===== config.mk =====
export PLATFORM = sky130hd
export DESIGN_NAME = aer_transmitter_flat
export DESIGN_NICKNAME = d
export VERILOG_FILES = /design/src/rtl/aer_pkg.sv /design/src/rtl/aer_if.sv /design/src/rtl/aer_sync2.sv /design/src/rtl/aer_transmitter.sv /design/src/flat_wrapper.sv
export SDC_FILE = /design/constraint.sdc
export NUM_CORES = 1
export LEC_CHECK = 0
export CELL_PAD_IN_SITES_DETAIL_PLACEMENT = 0
export CELL_PAD_IN_SITES_GLOBAL_PLACEMENT = 1
export CORE_ASPECT_RATIO = 0.75
export CORE_MARGIN = 2
export CORE_UTILIZATION = 35
export CTS_BUF_LIST = sky130_fd_sc_hd__clkbuf_8
export DETAILED_ROUTE_END_ITERATION = 7
export GPL_ROUTABILITY_DRIVEN = 0
export GPL_TIMING_DRIVEN = 0
export HOLD_SLACK_MARGIN = 0.02
export PLACE_DENSITY_LB_ADDON = 0.1
export SYNTH_ARGS = -nofsm -noshare
export SYNTH_HDL_FRONTEND = slang
export SYNTH_SLANG_ARGS = --single-unit

===== constraint.sdc =====
create_clock -name clk -period 2.9 [get_ports clk]
set_input_delay 0.58 -clock clk [delete_from_list [all_inputs] [get_ports clk]]
set_output_delay 0.58 -clock clk [all_outputs]
set_load 0.05 [all_outputs]

===== src/rtl/aer_pkg.sv =====
// Shared definitions for the dual-rail AER link (transmitter and receiver).
// Rail encoding is {ONE, ZERO}.
package aer_pkg;

    localparam int ADDR_W_DEFAULT = 8;

    typedef enum logic [1:0] {
        IDLE = 2'd0,
        SEND = 2'd1,
        RTZ  = 2'd2
    } aer_state_t;

    localparam logic [1:0] SYM_SPACER = 2'b00;
    localparam logic [1:0] SYM_ZERO   = 2'b01;
    localparam logic [1:0] SYM_ONE    = 2'b10;
    localparam logic [1:0] SYM_DELIM  = 2'b11;

    // Data symbol for one address (or parity) bit.
    function automatic logic [1:0] sym_of_bit(input logic b);
        return b ? SYM_ONE : SYM_ZERO;
    endfunction

endpackage


===== src/rtl/aer_if.sv =====
// Event-source handshake plus dual-rail link signals of the AER transmitter.
// slave: the transmitter's view; master: the event source / link partner view.
interface aer_if
    import aer_pkg::*;
#(
    parameter int ADDR_W = ADDR_W_DEFAULT
) ();

    logic              ev_valid;
    logic [ADDR_W-1:0] ev_addr;
    logic              ev_ready;
    logic              ACK;
    logic              ZERO_OUT;
    logic              ONE_OUT;
    logic              busy;
    logic              frame_done;

    modport master (
        output ev_valid, ev_addr, ACK,
        input  ev_ready, ZERO_OUT, ONE_OUT, busy, frame_done
    );

    modport slave (
        input  ev_valid, ev_addr, ACK,
        output ev_ready, ZERO_OUT, ONE_OUT, busy, frame_done
    );

endinterface


===== src/rtl/aer_sync2.sv =====
// Two-flop synchroniser for a single asynchronous level (link ACK).
// Shared with the AER receiver.
module aer_sync2 (
    input  logic clk,
    input  logic rst_n,
    input  logic i_d,
    output logic o_q
);

    logic r_meta;
    logic r_sync;

    // Resample the asynchronous input twice before anything consumes it.
    always_ff @(posedge clk or negedge rst_n) begin
        if (!rst_n) begin
            r_meta <= 1'b0;
            r_sync <= 1'b0;
        end else begin
            r_meta <= i_d;
            r_sync <= r_meta;
        end
    end

    assign o_q = r_sync;

endmodule


===== src/rtl/aer_transmitter.sv =====
// Dual-rail AER transmitter: one accepted address becomes a frame
// Fs, addr MSB..LSB, [parity], Fe, each symbol a 4-phase RTZ handshake on ACK.
// Build option: define AER_PARITY_EN to send an even-parity data symbol
// between the LSB and Fe.
//
// state | meaning
// IDLE  | rails at spacer, ev_ready high, waiting for an event
// SEND  | current symbol on the rails, waiting for ack_s high
// RTZ   | rails at spacer, waiting for ack_s low
module aer_transmitter
    import aer_pkg::*;
#(
    parameter int ADDR_W = ADDR_W_DEFAULT
) (
    input logic  clk,
    input logic  reset,
    aer_if.slave bus
);

`ifdef AER_PARITY_EN
    localparam int N_SYM = ADDR_W + 3;
`else
    localparam int N_SYM = ADDR_W + 2;
`endif
    localparam int CNT_W = $clog2(N_SYM);
    localparam logic [CNT_W-1:0] LAST_IDX = CNT_W'(N_SYM - 1);
    localparam logic [CNT_W-1:0] LSB_IDX  = CNT_W'(ADDR_W);
`ifdef AER_PARITY_EN
    localparam logic [CNT_W-1:0] PAR_IDX  = CNT_W'(ADDR_W + 1);
`endif

    aer_state_t        r_state;
    aer_state_t        w_state_nx;
    logic [CNT_W-1:0]  r_cnt;
    logic [CNT_W-1:0]  w_cnt_nx;
    logic [CNT_W-1:0]  w_sel_cnt;
    logic [ADDR_W-1:0] r_shift;
    logic [ADDR_W-1:0] w_shift_nx;
    logic [1:0]        r_rails;
    logic [1:0]        w_sym;
    logic              r_armed;
    logic              r_busy;
    logic              r_frame_done;
    logic              r_rdy_en;
    logic              w_ack_s;
    logic              w_accept;
    logic              w_send_done;
    logic              w_rtz_done;
    logic              w_last;
    logic              w_sel_msb;
`ifdef AER_PARITY_EN
    logic              r_parity;
`endif

    aer_sync2 u_ack_sync (
        .clk   (clk),
        .rst_n (reset),
        .i_d   (bus.ACK),
        .o_q   (w_ack_s)
    );

    // r_armed records that ack_s was seen low during this SEND, so an ACK
    // already high when the symbol goes out cannot close it early.
    assign w_accept    = r_rdy_en && (r_state == IDLE) && bus.ev_valid;
    assign w_send_done = (r_state == SEND) && r_armed && w_ack_s;
    assign w_rtz_done  = (r_state == RTZ) && !w_ack_s;
    assign w_last      = (r_cnt == LAST_IDX);
    assign w_cnt_nx    = r_cnt + 1'b1;
    // The Fs slot consumes no address bit, so shift only after data symbols.
    assign w_shift_nx  = (r_cnt == '0) ? r_shift : (r_shift << 1);

    // Symbol decode: in SEND for the current slot, in RTZ for the slot that
    // follows, so the next symbol lands on the rails on the RTZ exit edge.
    always_comb begin
        w_sel_cnt = r_cnt;
        w_sel_msb = r_shift[ADDR_W-1];
        if (r_state == RTZ) begin
            w_sel_cnt = w_cnt_nx;
            w_sel_msb = w_shift_nx[ADDR_W-1];
        end
        w_sym = SYM_DELIM;
        if ((w_sel_cnt != '0) && (w_sel_cnt <= LSB_IDX)) begin
            w_sym = sym_of_bit(w_sel_msb);
        end
`ifdef AER_PARITY_EN
        else if (w_sel_cnt == PAR_IDX) begin
            w_sym = sym_of_bit(r_parity);
        end
`endif
    end

    // Next-state logic.
    always_comb begin
        w_state_nx = r_state;
        case (r_state)
            IDLE: if (w_accept)    w_state_nx = SEND;
            SEND: if (w_send_done) w_state_nx = RTZ;
            RTZ:  if (w_rtz_done)  w_state_nx = w_last ? IDLE : SEND;
            default:               w_state_nx = IDLE;
        endcase
    end

    // State register.
    always_ff @(posedge clk or negedge reset) begin
        if (!reset) begin
            r_state <= IDLE;
        end else begin
            r_state <= w_state_nx;
        end
    end

    // Frame datapath: shift register, symbol counter and registered rails.
    always_ff @(posedge clk or negedge reset) begin
        if (!reset) begin
            r_shift <= '0;
            r_cnt   <= '0;
            r_rails <= SYM_SPACER;
            r_armed <= 1'b0;
        end else begin
            case (r_state)
                IDLE: begin
                    if (w_accept) begin
                        r_shift <= bus.ev_addr;
                        r_cnt   <= '0;
                        r_armed <= 1'b0;
                    end
                end
                SEND: begin
                    if (w_send_done) begin
                        r_rails <= SYM_SPACER;
                        r_armed <= 1'b0;
                    end else begin
                        r_rails <= w_sym;
                        if (!w_ack_s) begin
                            r_armed <= 1'b1;
                        end
                    end
                end
                RTZ: begin
                    if (w_rtz_done && !w_last) begin
                        r_cnt   <= w_cnt_nx;
                        r_shift <= w_shift_nx;
                        r_rails <= w_sym;
                    end
                end
                default: begin
                    r_rails <= SYM_SPACER;
                end
            endcase
        end
    end

`ifdef AER_PARITY_EN
    // Even parity of the accepted address, captured with it.
    always_ff @(posedge clk or negedge reset) begin
        if (!reset) begin
            r_parity <= 1'b0;
        end else if (w_accept) begin
            r_parity <= ^bus.ev_addr;
        end
    end
`endif

    // Status flags: ready enable after reset, busy, frame completion pulse.
    always_ff @(posedge clk or negedge reset) begin
        if (!reset) begin
            r_rdy_en     <= 1'b0;
            r_busy       <= 1'b0;
            r_frame_done <= 1'b0;
        end else begin
            r_rdy_en     <= 1'b1;
            r_busy       <= (r_state != IDLE) && (w_state_nx != IDLE);
            r_frame_done <= w_rtz_done && w_last;
        end
    end

    assign bus.ev_ready   = r_rdy_en && (r_state == IDLE);
    assign bus.ZERO_OUT   = r_rails[0];
    assign bus.ONE_OUT    = r_rails[1];
    assign bus.busy       = r_busy;
    assign bus.frame_done = r_frame_done;

endmodule


===== src/flat_wrapper.sv =====
// flat-port wrapper written by rule: the top's interface ports become plain ports
module aer_transmitter_flat import aer_pkg::*;
#(
    parameter int ADDR_W = ADDR_W_DEFAULT
)
  (clk, reset, bus_ev_valid, bus_ev_addr, bus_ACK, bus_ev_ready, bus_ZERO_OUT, bus_ONE_OUT, bus_busy, bus_frame_done);
  aer_if #(.ADDR_W(ADDR_W)) bus_i ();
  input logic clk;
  input logic reset;
  input wire logic [$bits(bus_i.ev_valid)-1:0] bus_ev_valid;
  input wire logic [$bits(bus_i.ev_addr)-1:0] bus_ev_addr;
  input wire logic [$bits(bus_i.ACK)-1:0] bus_ACK;
  output wire logic [$bits(bus_i.ev_ready)-1:0] bus_ev_ready;
  output wire logic [$bits(bus_i.ZERO_OUT)-1:0] bus_ZERO_OUT;
  output wire logic [$bits(bus_i.ONE_OUT)-1:0] bus_ONE_OUT;
  output wire logic [$bits(bus_i.busy)-1:0] bus_busy;
  output wire logic [$bits(bus_i.frame_done)-1:0] bus_frame_done;
  assign bus_i.ev_valid = bus_ev_valid;
  assign bus_i.ev_addr = bus_ev_addr;
  assign bus_i.ACK = bus_ACK;
  assign bus_ev_ready = bus_i.ev_ready;
  assign bus_ZERO_OUT = bus_i.ZERO_OUT;
  assign bus_ONE_OUT = bus_i.ONE_OUT;
  assign bus_busy = bus_i.busy;
  assign bus_frame_done = bus_i.frame_done;
  aer_transmitter #(.ADDR_W(ADDR_W)) u_core (.clk(clk), .reset(reset), .bus(bus_i));
endmodule

### After elaboration in Yosys (flattened, before gate mapping)

Cells that the tools add are included.

| word-level totals | value |
|---|---|
| register bits after elaboration | 22 |
| input port bits | 12 |
| output and inout bits | 5 |
| logic and storage cells | 66 |

| operators by class | value |
|---|---|
| order comparisons | 1 |
| bitwise logic cells | 1 |
| eq/ne operators | 7 |
| multiplexer cells | 23 |
| $add $sub $neg | 1 |
| reductions and logical operators | 22 |

Operator list:

| kind | number |
|---|---|
| $mux 8 | 3 |
| $pmux 8 s2 | 1 |
| $mux 2 | 7 |
| $mux 4 | 3 |
| $pmux 2 s3 | 2 |
| $logic_and 1x1->1 | 9 |
| $pmux 4 s2 | 1 |
| $reduce_bool 2->1 | 4 |
| $reduce_and 3->1 | 2 |
| $mux 1 | 5 |
| $add 4x1->4 const B | 1 |
| $eq 4x4->1 const B | 1 |
| $le 4x4->1 const B | 1 |
| $logic_not 4->1 | 1 |
| $ne 2x2->1 const B | 2 |
| $reduce_and 4->1 | 1 |
| $reduce_bool 4->1 | 1 |
| $ne 3x2->1 const B | 1 |
| $eq 2x1->1 const B | 1 |
| $eq 2x2->1 const B | 1 |
| $logic_not 1->1 | 2 |
| $logic_not 2->1 | 1 |
| $ne 2x1->1 const B | 1 |
| $pmux 1 s2 | 1 |
| 2 further kinds | 2 |

### Depth between registers and ports, before layout

| logic depth | value |
|---|---|
| depth after elaboration | 7 |
| gate-level depth with buffers | 9 |
| gate-level depth less buffers | 7 |

### Modules after synthesis

Synthesis repeated with hierarchy kept, for this count alone.

| unflattened totals | value |
|---|---|
| cell total of the unflattened synthesis | 120 |
| area, all modules | 1292.5 um^2 |

By module, submodules not included:

| module | cells an instance | times used | sequential area each (um^2) | area each (um^2) |
|---|---|---|---|---|
| aer_transmitter | 118 | 1 | 500.5 | 1242.4 |
| aer_sync2 | 2 | 1 | 50.0 | 50.0 |

### Worst setup path after synthesis

Ideal clock, no wire load.

| path | value |
|---|---|
| path kind | register to register |
| from | reg u_core.r_cnt[0] |
| to | reg u_core.r_shift[1] |
| buffers on the path | 2 |
| arrival time | 1.778 ns |
| library setup time | 0.125 ns |
| data required time | 2.775 ns |
| path slack | 0.996 ns |
| cell stages (with the launch flop) | 10 |
| period minus slack after synthesis | 1.904 ns |
| cell sequence | dfrtp_1 > inv_1 > ha_1 > or3b_1 > buf_6 > nand2_4 > nor2_2 > o21a_1 > buf_6 > mux2_4 |

| on the way | value |
|---|---|
| longest elaborated chain between the ends | 5 |
| elaborated cells on any way between the ends | 7 |
| classes of those cells | eq/ne (3); reduce/logical (4) |

RTL lines:

| element | RTL line | source |
|---|---|---|
| from (decl) | aer_transmitter.sv:34 | `logic [CNT_W-1:0] r_cnt;` |
| from (signal assigned) | aer_transmitter.sv:141 | `r_cnt <= w_cnt_nx;` |
| $eq 4x4->1 | aer_transmitter.sv:67 | `assign w_last = (r_cnt == LAST_IDX);` |
| $logic_not 1->1 | aer_transmitter.sv:140 | `if (w_rtz_done && !w_last) begin` |
| $logic_and 1x1->1 | aer_transmitter.sv:140 |  |
| $ne 2x2->1 (no line) | n/a |  |
| $reduce_and 4->1 (no line) (*) | n/a |  |
| to (signal assigned) | aer_transmitter.sv:123 | `r_shift <= bus.ev_addr;` |
| to (signal assigned) | aer_transmitter.sv:142 | `r_shift <= w_shift_nx;` |
| to (decl) | aer_transmitter.sv:37 | `logic [ADDR_W-1:0] r_shift;` |

Mark *: on every way between the ends. The rest lies on a longest branch, timed or not.
A chain may end at the register's enable or synchronous reset.

### Worst setup path after layout

| path | value |
|---|---|
| from | reg u_core.r_state[1] |
| to | out bus_ev_ready |

| on the way | value |
|---|---|
| longest elaborated chain between the ends | 2 |

RTL lines:

| element | RTL line | source |
|---|---|---|
| from (decl) | aer_transmitter.sv:32 | `aer_state_t r_state;` |
| from (signal assigned) | aer_transmitter.sv:108 | `r_state <= w_state_nx;` |
| $logic_not 2->1 | aer_transmitter.sv:177 | `assign bus.ev_ready = r_rdy_en && (r_state == IDLE);` |
| $logic_and 1x1->1 | aer_transmitter.sv:177 |  |
| to (decl) | flat_wrapper.sv:13 | `output wire logic [$bits(bus_i.ev_ready)-1:0] bus_ev_ready;` |

Every way passes these cells.

==> impl_results.md <==
- RSZ-0062 raised after global routing: false
- Drt total wl: between 2000 and 3000 µm
- Routing usage on met2: 20.7%
- Core area: 0.00359 mm²
- Required @ worst endpoint: 2320 ps
- Power per cell area: 929 mW/mm²
- Routing usage on met3: 3.77%
- Async set-or-reset flop fraction in the synthesized netlist: between 90% and 100%
- Commonest non-fill, non-tap cells in the layout: dfrtp_1 (22), clkdlybuf4s50_1 (15), inv_1 (13)
- Synthesis-to-finish area growth: 22.0%
- Number of post-CTS setup repair buffers: 0
- CTS Buffer Depth: 2
- Syn nets: between 150 and 200
- Worst setup path category: flip-flop to output port
- Synth Cell Area: 0.00129 mm²
- Io pins: 17
- Vias in the first global route: 972
- Seq/Total Area, Yosys: 42.8%
- Layout Cell Area excl Fill: 0.00157 mm²
- Avg Inst Size Synth: 9.74 µm²
- Total Neg Setup Slack: 0 ps
- Area taken by flip-flops and latches: ~550 µm²
- Fraction of layout cells with a size suffix above 1: 11.8%
- Chip width: approximately 74 µm
- Largest net degree at the start of global routing: 23
- Post-synth EDFFs: 0
- Routed length per instance: 12.5 µm
- Vias/cell: about 5
- Dpl hpwl: 1830 µm
- Initial Util: 35.8%
- Clk Latency, worst-skew pair: 260 ps
- Max Slew Vio Count: 0
- Grt met1 use: approximately a fifth
- Fmax: 407 MHz
- CP Launch Type: flip-flop
- Final net count: between 150 and 200
- Synth Register Bits: 22
- DRC: 0
- # clock sinks: 22
- Multi-input combinational cell area: between 600 and 700 µm²
- FP Rows: 19
- Die area: approximately 0.0042 mm²
- Busiest layer in global routing: met2
- Mapped Cells: 132
- Commonest non-fill, non-tap cell in the layout: dfrtp_1
- Synth Flop Type: dfrtp_1
- Slew Limit Headroom: 30.0%
- FILL cells: 339
- CP arrival: 1870 ps
- First-pass DRT Iterations: 4
- Finished Core Util: 43.7%
- Peak VDD IR: between 0.4 and 0.5 mV
- Leakage: 0.733 nW
- Critical Path Sink Type: output port
- Final Setup Violations: 0
- Hold Path Class: flip-flop to flip-flop
- Initial antenna violation count: 0
- Gr usage total: 14.0%
- Via count: about 1000
- Hold Fails Final Rpt: 0
- Clock Skew: 1.73 ps
- Cts hold-fix bufs: 0
- Grt ovf: 0
- Run status: complete, no violations
- Highest fanout seen on the critical path: 9
- CTS tree: done
- N_diodes: 0
- Antenna viol nets, final: 0
- Final Critical Period: around 2500 ps
- First-pass GRT wire length: 4530 µm
- Reg2reg setup slack: just over 800 ps
- Port bufs: 16
- Reg clk slew, reported paths: 80 ps
- Worst hold slack: between 300 and 400 ps
- Iter 0 DRT Violations: 101
- Final clock period utilization by the worst path: 84.6%
- TritonCTS Buffers: 3
- Max cap viols: 0
- # resized after CTS: 0
- CTS HTree Levels: 1
- Synthesis warning total: 0
- Synth unique cells: 41
- Tightest Pin Transition: approximately 1000 ps
- Clock root cell: clkbuf_8
- Dpl cell area: about 0.0015 mm²
- Die height: 56.5 µm
==> layout make-up <==
type,count,area share [%]
tap,52,4.15
clock buffer,4,3.51
buffer,7,3.19
inverter,13,3.11
timing repair buffer,16,10.4
multi-input combinational,90,40.6
sequential,22,35.1
==> flip-flops by register name, indices dropped and copies added, names as in the netlist, 2 cells and up <==
name and flops:
u_core.r_rails 2, u_core.r_shift 8, u_core.r_state 2, u_core.r_cnt 4
==> stage by stage <==
step,setup WS [ps],std cells,power (mW)
5_1_grt,304,204,1.59
4_1_cts,43.9,204,1.48
3_5_place_dp,348,200,1.25
6_report,445,204,1.46
3_3_place_gp,364,200,1.24
2_1_floorplan,996,132,1.06
==> path summary, 6_finish.rpt <==
| kind | from | endpoint | cells after the start |
|---|---|---|---|
| min | u_core.u_ack_sync.r_meta$_DFF_PN0_ | u_core.u_ack_sync.o_q$_DFF_PN0_ | 0 |
| max reg2reg | u_core.r_cnt[0]$_DFFE_PN0P_ | u_core.r_shift[6]$_DFFE_PN0P_ | 9 |
| max | u_core.r_state[1]$_DFF_PN0_ | bus_ev_ready | 5 |
| max in group asynchronous | reset | u_core.r_shift[4]$_DFFE_PN0P_ | 1 |
| min in group asynchronous | reset | u_core.r_state[0]$_DFF_PN0_ | 1 |
| min reg2reg | u_core.u_ack_sync.r_meta$_DFF_PN0_ | u_core.u_ack_sync.o_q$_DFF_PN0_ | 0 |
==> synth_stat cells, drive strengths merged, types with 2 or more instances <==
master  count  area (µm²)
dfrtp      22         551
inv        13        48.8
nand3      12        60.1
o21ai      12        63.8
nand2      11        48.8
ha          8         100
mux2        6        86.3
nor2        6        25.0
buf         4        38.8
a21oi       3        15.0
clkbuf      3        11.3
a221oi      2        17.5
a31oi       2        12.5
and3        2        12.5
mux2i       2        20.0
nand3b      2        15.0
nor2b       2        12.5
or3         2        13.8
xor2        2        17.5
==> where the power goes <==
part	internal [mW]	switching, mW	total, mW	leakage, nW
Clock	0.121	0.101	0.222	0.0288
Combinational	0.339	0.420	0.759	0.427
Sequential	0.408	0.0682	0.477	0.277
Total	0.868	0.589	1.46	0.733
==> per-layer routing <==
layer / vias to the layer above / routed length [µm]
li1: 498 / -
met1: 480 / 1330
met2: 16 / 1120
met3: 2 / 90
met4: 0 / 17
met5: - / 0
==> kinds of logic (layout without fill, tap and decap cells) <==
group                      after synthesis  count (layout)  synth area share (%)
AOI/OAI and AO/OA                       27              27                  13.4
xor gates and xnor gates                 2               2                  1.36
adders and majority gates                8               8                  7.78
buffers and inverters                   20              40                  7.68
DFF                                     22              22                  42.8
muxes                                    8               8                  8.27
other                                    1               1                 0.292
and+or+nand+nor                         44              44                  18.4
==> critical path: stages, from the launching register on <==
cell            delay [ps]
dfrtp_1                400
inv_1                  110
ha_1                   150
clkbuf_1               320
and2_1                 200
dlymetal6s2s_1         420
Note: power is estimated with default switching activity, not from simulation.
